<file path="config.mk">
export PLATFORM = sky130hd
export DESIGN_NAME = decoder_scan_ctrl_flat
export DESIGN_NICKNAME = d
export VERILOG_FILES = /design/src/rtl/decoder_scan_ctrl_if.sv /design/src/rtl/decoder_scan_ctrl.sv /design/src/flat_wrapper.sv
export SDC_FILE = /design/constraint.sdc
export NUM_CORES = 1
export LEC_CHECK = 0
export ABC_AREA = 1
export CORE_MARGIN = 2
export CORE_UTILIZATION = 25
export CTS_CLUSTER_DIAMETER = 50
export DETAILED_ROUTE_END_ITERATION = 8
export DONT_BUFFER_PORTS = 1
export GPL_TIMING_DRIVEN = 0
export MAX_ROUTING_LAYER = met4
export SYNTH_ARGS = -nofsm -noshare
export SYNTH_HDL_FRONTEND = slang
export SYNTH_SLANG_ARGS = --single-unit
</file>
<file path="constraint.sdc">
create_clock -name clk -period 2 [get_ports clk]
set_input_delay 0.5 -clock clk [delete_from_list [all_inputs] [get_ports clk]]
set_output_delay 0.5 -clock clk [all_outputs]
set_load 0.1 [all_outputs]
</file>
<file path="src/rtl/decoder_scan_ctrl_if.sv">
// Control/status bundle between the scan controller and the logic driving it.
// master drives start/stop/mode/dwell; slave (the controller) returns sel and flags.
interface decoder_scan_ctrl_if #(
  parameter int DWELL_W = 8
);
  logic               start;
  logic               stop;
  logic [1:0]         mode;
  logic [DWELL_W-1:0] dwell;
  logic [2:0]         sel;
  logic               sel_valid;
  logic               step;
  logic               busy;
  logic               done;

  modport master (
    output start, stop, mode, dwell,
    input  sel, sel_valid, step, busy, done
  );

  modport slave (
    input  start, stop, mode, dwell,
    output sel, sel_valid, step, busy, done
  );
endinterface

</file>
<file path="src/rtl/decoder_scan_ctrl.sv">
// Sequential select generator feeding a 3x8 decoder: steps sel through 0..7
// with a programmable dwell in UP, DOWN, PINGPONG or ONESHOT order.
module decoder_scan_ctrl #(
  parameter int DWELL_W = 8
) (
  input  logic               clk,
  input  logic               rst,
  decoder_scan_ctrl_if.slave bus
);

  typedef enum logic [1:0] {
    ST_IDLE = 2'd0,
    ST_RUN  = 2'd1,
    ST_DONE = 2'd2
  } state_e;

  typedef enum logic [1:0] {
    MODE_UP       = 2'b00,
    MODE_DOWN     = 2'b01,
    MODE_PINGPONG = 2'b10,
    MODE_ONESHOT  = 2'b11
  } mode_e;

  localparam logic [DWELL_W-1:0] DWELL_ONE = DWELL_W'(1);

  state_e             state_q, state_d;
  mode_e              mode_l_q, mode_l_d;
  logic [DWELL_W-1:0] dwell_l_q, dwell_l_d;
  logic [DWELL_W-1:0] cnt_q, cnt_d;
  logic               dir_up_q, dir_up_d;
  logic [2:0]         sel_q, sel_d;
  logic               sel_valid_q, sel_valid_d;
  logic               step_q, step_d;
  logic               busy_q, busy_d;
  logic               done_q, done_d;

  logic [2:0]         sel_adv;
  logic               dir_adv;
  logic               dwell_expired;

  // dwell_l is never 0, so dwell_l-1 cannot underflow and cnt never exceeds 2^W-2.
  assign dwell_expired = (cnt_q == (dwell_l_q - DWELL_ONE));

  // Next index for the latched mode
  always_comb begin
    sel_adv = sel_q;
    dir_adv = dir_up_q;
    unique case (mode_l_q)
      MODE_UP, MODE_ONESHOT: sel_adv = sel_q + 3'd1;
      MODE_DOWN:             sel_adv = sel_q - 3'd1;
      MODE_PINGPONG: begin
        // Direction flips as an endpoint is reached so it is shown only once.
        if (dir_up_q) begin
          sel_adv = sel_q + 3'd1;
          dir_adv = (sel_q != 3'd6);
        end else begin
          sel_adv = sel_q - 3'd1;
          dir_adv = (sel_q == 3'd1);
        end
      end
      default: sel_adv = sel_q;
    endcase
  end

  always_comb begin
    state_d     = state_q;
    mode_l_d    = mode_l_q;
    dwell_l_d   = dwell_l_q;
    cnt_d       = cnt_q;
    dir_up_d    = dir_up_q;
    sel_d       = sel_q;
    sel_valid_d = 1'b0;
    step_d      = 1'b0;
    busy_d      = 1'b0;
    done_d      = 1'b0;

    unique case (state_q)
      ST_IDLE: begin
        if (bus.start && !bus.stop) begin
          mode_l_d    = mode_e'(bus.mode);
          dwell_l_d   = (bus.dwell == '0) ? DWELL_ONE : bus.dwell;
          sel_d       = (mode_e'(bus.mode) == MODE_DOWN) ? 3'd7 : 3'd0;
          cnt_d       = '0;
          dir_up_d    = 1'b1;
          state_d     = ST_RUN;
          sel_valid_d = 1'b1;
          busy_d      = 1'b1;
          step_d      = 1'b1;
        end
      end

      ST_RUN: begin
        if (bus.stop) begin
          // stop wins over a coinciding advance: sel keeps its last value
          state_d = ST_IDLE;
          cnt_d   = '0;
        end else begin
          sel_valid_d = 1'b1;
          busy_d      = 1'b1;
          if (dwell_expired) begin
            cnt_d = '0;
            if (mode_l_q == MODE_ONESHOT && sel_q == 3'd7) begin
              state_d     = ST_DONE;
              done_d      = 1'b1;
              sel_valid_d = 1'b0;
              busy_d      = 1'b0;
            end else begin
              sel_d    = sel_adv;
              dir_up_d = dir_adv;
              step_d   = 1'b1;
            end
          end else begin
            cnt_d = cnt_q + DWELL_ONE;
          end
        end
      end

      ST_DONE: begin
        state_d = ST_IDLE;
      end

      default: begin
        state_d = ST_IDLE;
      end
    endcase
  end

  always_ff @(posedge clk) begin
    if (rst) begin
      state_q     <= ST_IDLE;
      mode_l_q    <= MODE_UP;
      dwell_l_q   <= DWELL_ONE;
      cnt_q       <= '0;
      dir_up_q    <= 1'b1;
      sel_q       <= 3'd0;
      sel_valid_q <= 1'b0;
      step_q      <= 1'b0;
      busy_q      <= 1'b0;
      done_q      <= 1'b0;
    end else begin
      state_q     <= state_d;
      mode_l_q    <= mode_l_d;
      dwell_l_q   <= dwell_l_d;
      cnt_q       <= cnt_d;
      dir_up_q    <= dir_up_d;
      sel_q       <= sel_d;
      sel_valid_q <= sel_valid_d;
      step_q      <= step_d;
      busy_q      <= busy_d;
      done_q      <= done_d;
    end
  end

  // sel[2] drives decoder input a, sel[1] b, sel[0] c
  assign bus.sel       = sel_q;
  assign bus.sel_valid = sel_valid_q;
  assign bus.step      = step_q;
  assign bus.busy      = busy_q;
  assign bus.done      = done_q;

endmodule

</file>
<file path="src/flat_wrapper.sv">
// flat-port wrapper written by rule: the top's interface ports become plain ports
module decoder_scan_ctrl_flat 
#(
  parameter int DWELL_W = 8
)
  (clk, rst, bus_start, bus_stop, bus_mode, bus_dwell, bus_sel, bus_sel_valid, bus_step, bus_busy, bus_done);
  decoder_scan_ctrl_if #(.DWELL_W(DWELL_W)) bus_i ();
  input  logic clk;
  input  logic rst;
  input wire logic [$bits(bus_i.start)-1:0] bus_start;
  input wire logic [$bits(bus_i.stop)-1:0] bus_stop;
  input wire logic [$bits(bus_i.mode)-1:0] bus_mode;
  input wire logic [$bits(bus_i.dwell)-1:0] bus_dwell;
  output wire logic [$bits(bus_i.sel)-1:0] bus_sel;
  output wire logic [$bits(bus_i.sel_valid)-1:0] bus_sel_valid;
  output wire logic [$bits(bus_i.step)-1:0] bus_step;
  output wire logic [$bits(bus_i.busy)-1:0] bus_busy;
  output wire logic [$bits(bus_i.done)-1:0] bus_done;
  assign bus_i.start = bus_start;
  assign bus_i.stop = bus_stop;
  assign bus_i.mode = bus_mode;
  assign bus_i.dwell = bus_dwell;
  assign bus_sel = bus_i.sel;
  assign bus_sel_valid = bus_i.sel_valid;
  assign bus_step = bus_i.step;
  assign bus_busy = bus_i.busy;
  assign bus_done = bus_i.done;
  decoder_scan_ctrl #(.DWELL_W(DWELL_W)) u_core (.clk(clk), .rst(rst), .bus(bus_i));
endmodule
</file>
==> impl_metrics.ini, run 1 <==
[timing]
setup_violations = 0
slew_headroom_pct = 37.2
min_period_over_period_pct = 92.3
worst_slew_pin_slew_ns = 0.941
fin_skew_ns = 0.00671
slew_viol_final = 0
hold_ws_ns = 0.275
timing.final.crit_period_ns = 1.85
fmax_mhz = 542
rsz0062_at_grt = false
hold_violations = 0

[layout]
regArea_sq_um = 549
nFillCells = 706
final_cells = 312
drive_gt1_share_pct = 17.9
layout.nets = 260
multi_input_area_sq_um = 966
antenna_cells = 0
area_delta_synth_final_pct = 11.0

[routing]
drt_iter0_drc = 81
dr_total_vias = 1391
viasPerCell = 4.46
wl_per_cell_microns = 11.4
drt_pass1_iterations = 4
totalWireLength_microns = 3540
ant_nets = 0
drc = 0

[worst_setup_path]
cp.arrival_ns = 1.35
cp_max_fo = 2
cp_slowest_cell = dfxtp_2
crit_chain = buf_4
required_ns = 1.50
cpPeakStageDelay_ns = 0.68
end_kind = primary output
start_kind = register
cpLargestDelayFamily = flip-flops
crit_buf_inv = 1
crit_type = register to primary output

[clock_network]
clkLatencyLatePin_ns = 0.28
tritoncts = done
htree_levels = 1
root_buffer = clkbuf_8
cts_buffers = 3
holdBufCountCts = 0
clk_path_buf_depth = 2
clock-sinks = 27
clkTransAtPathRegs_ns = 0.09

[global_routing]
top_usage_layer = met2
grt_first_pass_wirelength_microns = 6020
use_met1_pct = 13.2
grt_start_max_net_pins = 15
grt_use_met3_pct = 2.56
grt_pass1_vias = 1335
overflow = 0
grt_usage_pct = 10.6
antenna_found_initial = 0
use_met2_pct = 16.4

[logic_synthesis]
synth_edf_count = 0
yosys_warnings = 0
netlist_top_cells_area = dfxtp_1, nand2_1, ha_1, nor2_1, inv_1
synth_ff_type = dfxtp_1
synth_seq_area_share_pct = 33.3
synth.avg_cell_area_sq_um = 7.06
ys_top_cells_by_count = nand2_1, dfxtp_1, nor2_1
async_reset_ff_share_pct = 0
synthDistinctLibCells = 29
synth_most_common_cell = nand2_1
synth_cells = 230
syn_area_sq_mm = 0.00162
syn_nets = 254
synth_top_area_share_pct = 33.3
synth_area_leader_cell = dfxtp_1
synth-seq-cells = 27

[die]
start_util_pct = 25.7
rows = 29
dieArea_sq_mm = 0.00716
fp.dieH_microns = 84.6
coreArea_sq_mm = 0.00631
pin_count = 21
die_w_microns = 84.6

[min_path]
worstHoldPathType = input port to register

[place]
placed_cells = 307
port_buffers = 0
place_congestion = 0.776
dp_hpwl_microns = 2820

[run_status]
outcome = completed

[power]
irDropWorstVdd_v = 0.000250
leakagePower_nw = 0.792
powerDensity_mw_per_mm2 = 711

[flow_run]
cap_violations = 0
-- sequential cells by signal, summed over array words and instances (netlist names) --
register,cells
u_core.cnt_q,8
u_core.dwell_l_q,8
u_core.bus.sel,3
u_core.mode_l_q,2
u_core.state_q,2
u_core.bus.done,1
u_core.bus.sel_valid,1
u_core.bus.step,1
u_core.dir_up_q,1
-- report_power, final --
part	switching (W)	internal [W]
Combinational	0.000189	0.000101
Sequential	0.0000988	0.000571
Clock	0.000179	0.000143
-- timing repair --
item                                    4_1_cts  5_1_grt
pin swaps                                     0        1
buffers inserted                              0        1
resized for setup                             2        4
endpoints found under the setup margin        4       12
-- routing by layer --
metal  part of all wire, %  vias to the layer above
li1                      -                      744
met5                     0                        -
met4                   1.8                        0
met3                   6.9                        7
met1                    46                      613
met2                    45                       27
-- layout by cell type, fill, tap and decap left out, types with 4 or more instances in the layout --
cell type and instances:
nand2_1 50, o211ai_1 4, xor2_1 7, inv_1 23, nor2_1 24, dfxtp_1 22
a21oi_1 12, nor3_1 5, ha_1 9, nor2_2 10, inv_2 7, o21ai_0 15
nand3_1 11, dfxtp_2 4
-- area by class of cell --
class | count | area share [%]
multi-input cells | 169 | 53.6
flip-flops and latches | 27 | 30.5
inverters | 30 | 6.25
well taps | 77 | 5.34
clock buffers | 4 | 2.50
plain buffers | 4 | 1.46
repair buffers | 1 | 0.416
-- worst paths after layout --
path                                      startpoint  depth (start not counted)                   end  slack (ns)
worst max-delay path            u_core.bus.sel_valid                          1         bus_sel_valid        0.15
worst min-delay path                             rst                          1  u_core.bus.sel_valid        0.27
worst max register to register     u_core.bus.sel[1]                          9     u_core.bus.sel[0]        0.18
worst min register to register   u_core.dwell_l_q[5]                          2   u_core.dwell_l_q[5]        0.50
-- logic make-up (layout without fill, tap and decap cells) --
| family | Yosys count | count (layout) | share of synthesized area, % |
|---|---|---|---|
| AOI/OAI and AO/OA | 36 | 36 | 12.6 |
| buffers and inverters | 34 | 39 | 8.55 |
| adders and majority gates | 10 | 10 | 7.70 |
| DFF | 27 | 27 | 33.3 |
| xor gates and xnor gates | 7 | 7 | 3.78 |
| and+or+nand+nor | 115 | 115 | 33.5 |
| muxes | 1 | 1 | 0.616 |
-- metrics by stage --
step / TNS (ns) / area (sq um) / util [%] / total power (W) / setup slack (ns)
finish: 0 / 1800 / 28.6 / 0.00128 / 0.154
global route: 0 / 1800 / 28.6 / 0.00136 / 0.0557
CTS: 0 / 1770 / 28.0 / 0.00128 / 0.104
detailed placement: -0.143 / 1720 / 27.3 / 0.000962 / -0.0499
global placement: -0.0933 / 1720 / 27.3 / 0.000957 / -0.0313
floorplan: 0 / 1630 / - / 0.000908 / 0.125
No activity file was read; power rests on OpenSTA's default activity.
==> inputs of run 2 (changes only) <==
- CTS_CLUSTER_SIZE: not set -> 25
- PLACE_DENSITY: not set -> 0.45
==> impl_metrics.ini, run 2 (same netlist as run 1, synthesis figures left out) <==
[run_status]
outcome = completed

[place]
dp_slack_ns = -0.0341
place_congestion = 0.846
port_buffers = 0
placed_cells = 307
dp_hpwl_microns = 2780
place_area_sq_mm = 0.00172

[timing]
min_period_over_period_pct = 91.9
rsz0062_at_grt = false
setup_violations = 0
fin_skew_ns = 0.00186
fin_ws_ns = 0.161
fmax_mhz = 544
slew_viol_final = 0
hold_ws_ns = 0.284
slew_headroom_pct = 37.7
timing.final.crit_period_ns = 1.84
worst_slew_pin_slew_ns = 0.933
hold_violations = 0

[layout]
drive_gt1_share_pct = 17.9
layout.nets = 260
final_common_cell = nand2_1
area_delta_synth_final_pct = 10.5
final_cell_mix = nand2_1, nor2_1, inv_1, dfxtp_1, o21ai_0
final_cells = 312
stdcell_area_sq_mm = 0.00179
antenna_cells = 0

[flow_run]
cap_violations = 0

[clock_network]
htree_levels = 1
clk_path_buf_depth = 2
root_buffer = clkbuf_8
clock-sinks = 27
cts_buffers = 3
clkLatencyLatePin_ns = 0.27
clkTransAtPathRegs_ns = 0.10
tritoncts = done

[routing]
drt_pass1_iterations = 4
met2WireLength_microns = 1440
viasPerCell = 4.38
wl_per_cell_microns = 10.9
drt_iter0_drc = 32
totalWireLength_microns = 3400
ant_nets = 0
dr_total_vias = 1367
top_layer = met4
met1_length_microns = 1820
wl_met3_microns = 112
drc = 0

[worst_setup_path]
cp_max_fo = 2
cp_slowest_cell = dfxtp_2
cpPeakStageDelay_ns = 0.68
crit_buf_inv = 1
cpLargestDelayFamily = flip-flops
crit_chain = buf_4
cp.arrival_ns = 1.34
start_kind = register
end_kind = primary output
required_ns = 1.50
crit_type = register to primary output

[power]
irDropWorstVdd_v = 0.000316
powerDensity_mw_per_mm2 = 709
leakagePower_nw = 0.793
power.total_w = 0.00127

[global_routing]
grt_first_pass_wirelength_microns = 5770
antenna_found_initial = 0
grt_pass1_vias = 1288
grt_start_max_net_pins = 15
overflow = 0
grt_usage_pct = 10.2

[die]
die_w_microns = 84.6
coreArea_sq_mm = 0.00631
rows = 29
dieArea_sq_mm = 0.00716
fp.dieH_microns = 84.6
start_util_pct = 25.7
pin_count = 21

[min_path]
worstHoldPathType = input port to register
-- run 2: cell types whose count changed in the layout (fill, tap and decap cells not counted) --
cell / change
nand2_4: +1
nand2_8: -1
-- run 2: where the power goes --
part           switching [W]  total (W)  leakage, nW  internal, W
combinational       0.000184   0.000285        0.548     0.000100
clock               0.000175   0.000318       0.0228     0.000143
sequential         0.0000982   0.000669        0.222     0.000571
-- run 2: repair_timing --
item	CTS	global route
hold buffers	0	0
setup buffers	0	1
pin swaps	0	1
gates resized for setup	2	3
endpoints found under the hold margin	0	0
setup endpoints to repair	4	12
-- run 2: path summary, 6_finish.rpt --
kind                                      startpoint  slack [ns]                  end  cells past startpoint
worst max register to register     u_core.bus.sel[1]        0.19    u_core.bus.sel[2]                      9
worst max-delay path            u_core.bus.sel_valid        0.16        bus_sel_valid                      1
worst min-delay path                             rst        0.28      u_core.bus.step                      1
worst min register to register   u_core.dwell_l_q[5]        0.49  u_core.dwell_l_q[5]                      2
-- run 2: stage by stage --
stage	setup TNS (ns)	util, %
finish	0	28.4
global route	0	28.4
CTS	0	28.0
detailed placement	-0.0985	27.3
global placement	-0.111	27.3
floorplan	0	-
-- run 2: area by class of cell --
cell class | count | area, sq um
inverters | 30 | 113
plain buffers | 4 | 26.3
clock buffers | 4 | 45.0
multi-input cells | 169 | 957
fillers | 736 | 4520
repair buffers | 1 | 7.51
well taps | 77 | 96.3
flip-flops and latches | 27 | 549
-- run 2: routing by layer --
layer,up-vias,global-route usage (%)
li1,743,-
met1,603,13.8
met2,19,15.6
met3,2,1.38
met4,0,3.46
met5,-,-
==> inputs of run 3 (changes only) <==
- ABC_AREA: 1 -> not set
==> impl_metrics.ini, run 3 <==
[logic_synthesis]
synth_ff_type = dfxtp_1
synth_most_common_cell = nand2_1
synth_edf_count = 0
syn_area_sq_mm = 0.00158
synth-seq-cells = 27
synth_cells = 192
async_reset_ff_share_pct = 0
netlist_top_cells_area = dfxtp_1, ha_1, nand2_1, a21oi_1, nor2_1
yosys_warnings = 0
ys_top_cells_by_count = nand2_1, dfxtp_1, nor2_1
synth_seq_area_share_pct = 34.3
synth_area_leader_cell = dfxtp_1
syn_nets = 216
synth_top_area_share_pct = 34.3
synthDistinctLibCells = 45
synth.avg_cell_area_sq_um = 8.20

[global_routing]
grt_pass1_vias = 1437
antenna_found_initial = 0
overflow = 0
grt_usage_pct = 11.8
grt_start_max_net_pins = 15
grt_first_pass_wirelength_microns = 6620

[die]
rows = 28
dieArea_sq_mm = 0.00695
fp.dieH_microns = 83.4
coreArea_sq_mm = 0.00599
pin_count = 21
die_w_microns = 83.4
start_util_pct = 26.3

[layout]
area_delta_synth_final_pct = 26.8
antenna_cells = 0
final_cells = 285
final_common_cell = nand2_1
stdcell_area_sq_mm = 0.00200
regArea_sq_um = 564
drive_gt1_share_pct = 28.1
nFillCells = 615
multi_input_area_sq_mm = 0.00110
layout.nets = 235
final_cell_mix = nand2_1, dfxtp_1, a21oi_1, nor2_1, buf_4

[clock_network]
htree_levels = 1
tritoncts = done
holdBufCountCts = 0
clkLatencyLatePin_ns = 0.28
root_buffer = clkbuf_8
clock-sinks = 27
cts_buffers = 3
clkTransAtPathRegs_ns = 0.10
clk_path_buf_depth = 2

[worst_setup_path]
ff2ff_path_depth = 8
path_common_cell = a211oi_4
rrSetupSlack_ns = -0.20
cp-startpoint = u_core.dwell_l_q[1]
cpPeakStageDelay_ns = 0.57
cp.arrival_ns = 2.37
cp_max_fo = 7
end_kind = register
crit_chain = or4_4 -> nor4_4 -> a211oi_4 -> a211oi_4 -> buf_6 -> nor3_4 -> o2111ai_1 -> o31ai_1
r2r_end = u_core.cnt_q[4]
start_kind = register
cp_slowest_cell = or4_4
required_ns = 2.16
r2r-start = u_core.dwell_l_q[1]
critPathCapture = u_core.cnt_q[4]
crit_type = register to register

[place]
place_congestion = 0.773
port_buffers = 0
place_area_sq_mm = 0.00170
placed_cells = 267
dp_hpwl_microns = 2780
dp_slack_ns = -0.374

[power]
irDropWorstVdd_v = 0.000279
powerDensity_mw_per_mm2 = 644
leakagePower_nw = 0.718

[flow_run]
cap_violations = 0

[routing]
ant_nets = 0
wl_per_cell_microns = 13.8
viasPerCell = 4.94
drc = 0
totalWireLength_microns = 3930
dr_total_vias = 1409
drt_pass1_iterations = 4
drt_iter0_drc = 103

[timing]
rsz0062_at_grt = true
hold_violations = 0
timing.final.crit_period_ns = 2.20
fin_ws_ns = -0.204
min_period_over_period_pct = 110
setup_violations = 15
fin_skew_ns = 0.00643
hold_ws_ns = 0.336
worst_slew_pin_slew_ns = 0.942
slew_viol_final = 0
fmax_mhz = 454
slew_headroom_pct = 37.1

[run_status]
violations = negative setup slack
outcome = finished, violations left

[min_path]
worstHoldPathType = input port to register
## run 3: changes by cell type in the layout (fill, tap and decap cells not counted), sizes merged, moves of 3 or more
cell	delta
a22oi	+3
nor2	-16
a211oi	+5
nand3	-8
nor4	+3
nand2	-29
inv	-20
buf	+12
o21ai	-9
xnor2	+5
clkbuf	+3
nand2b	+3
## run 3: critical path, delay by kind of cell (launching register included)
| kind | cells | cell delay, ns |
|---|---|---|
| compound gates | 4 | 0.73 |
| buf+inv | 1 | 0.16 |
| flops | 1 | 0.35 |
| simple gates | 3 | 0.84 |
## run 3: kinds of logic (layout without fill, tap and decap cells)
group	after synthesis	in the layout	synth area share, %
adders and majority gates	10	10	7.94
AOI/OAI and AO/OA	44	44	19.6
buffers and inverters	16	34	4.05
xor gates and xnor gates	12	12	6.67
DFF	27	27	34.3
muxes	2	2	1.27
and+or+nand+nor	81	81	26.1
## run 3: power by group
group / leakage [nW] / switching, W / internal [W]
Combinational: 0.470 / 0.000169 / 0.000149
Clock: 0.0228 / 0.000179 / 0.000143
Sequential: 0.225 / 0.0000842 / 0.000561
Total: 0.718 / 0.000432 / 0.000853
## run 3: stage by stage
| step | setup TNS, ns | utilization, % | power, W |
|---|---|---|---|
| after floorplan | -0.432 | - | 0.000831 |
| after global placement | -6.70 | 28.4 | 0.000877 |
| after detailed placement | -6.82 | 28.4 | 0.000875 |
| after CTS | -1.72 | 31.4 | 0.00126 |
| after global routing | -3.60 | 33.3 | 0.00135 |
| final | -2.22 | 33.3 | 0.00129 |
## run 3: layout make-up
cell class              count  share of cell area, %
multi-input cells         149                   54.9
flip-flops and latches     27                   28.3
repair buffers             14                   6.20
well taps                  75                   4.70
clock buffers               4                   2.26
inverters                  10                   1.88
plain buffers               6                   1.75
## run 3: routing by layer
layer	wire, microns	track usage, %	vias to the layer above
met1	1900	15.1	660
li1	-	-	719
met4	66	4.77	0
met5	0	-	-
met3	127	1.79	5
met2	1840	18.7	25
## run 3: worst min-delay path by stage
| stage | start | endpoint | depth (start not counted) |
|---|---|---|---|
| 6_report | bus_dwell[3] | u_core.dwell_l_q[3] | 2 |
| 3_5_place_dp | u_core.dwell_l_q[7] | u_core.dwell_l_q[7] | 2 |
| 2_1_floorplan | u_core.dwell_l_q[7] | u_core.dwell_l_q[7] | 2 |
| 4_1_cts | bus_dwell[3] | u_core.dwell_l_q[3] | 2 |
| 3_3_place_gp | u_core.dwell_l_q[7] | u_core.dwell_l_q[7] | 2 |
| 5_1_grt | bus_dwell[1] | u_core.dwell_l_q[1] | 2 |
## run 3: repair_timing
action | CTS | global route
endpoints found under the hold margin | 0 | 0
cloned | 0 | 0
setup endpoints to repair | 28 | 27
pin swaps | 17 | 6
gates resized for setup | 19 | 26
buffers inserted | 9 | 5
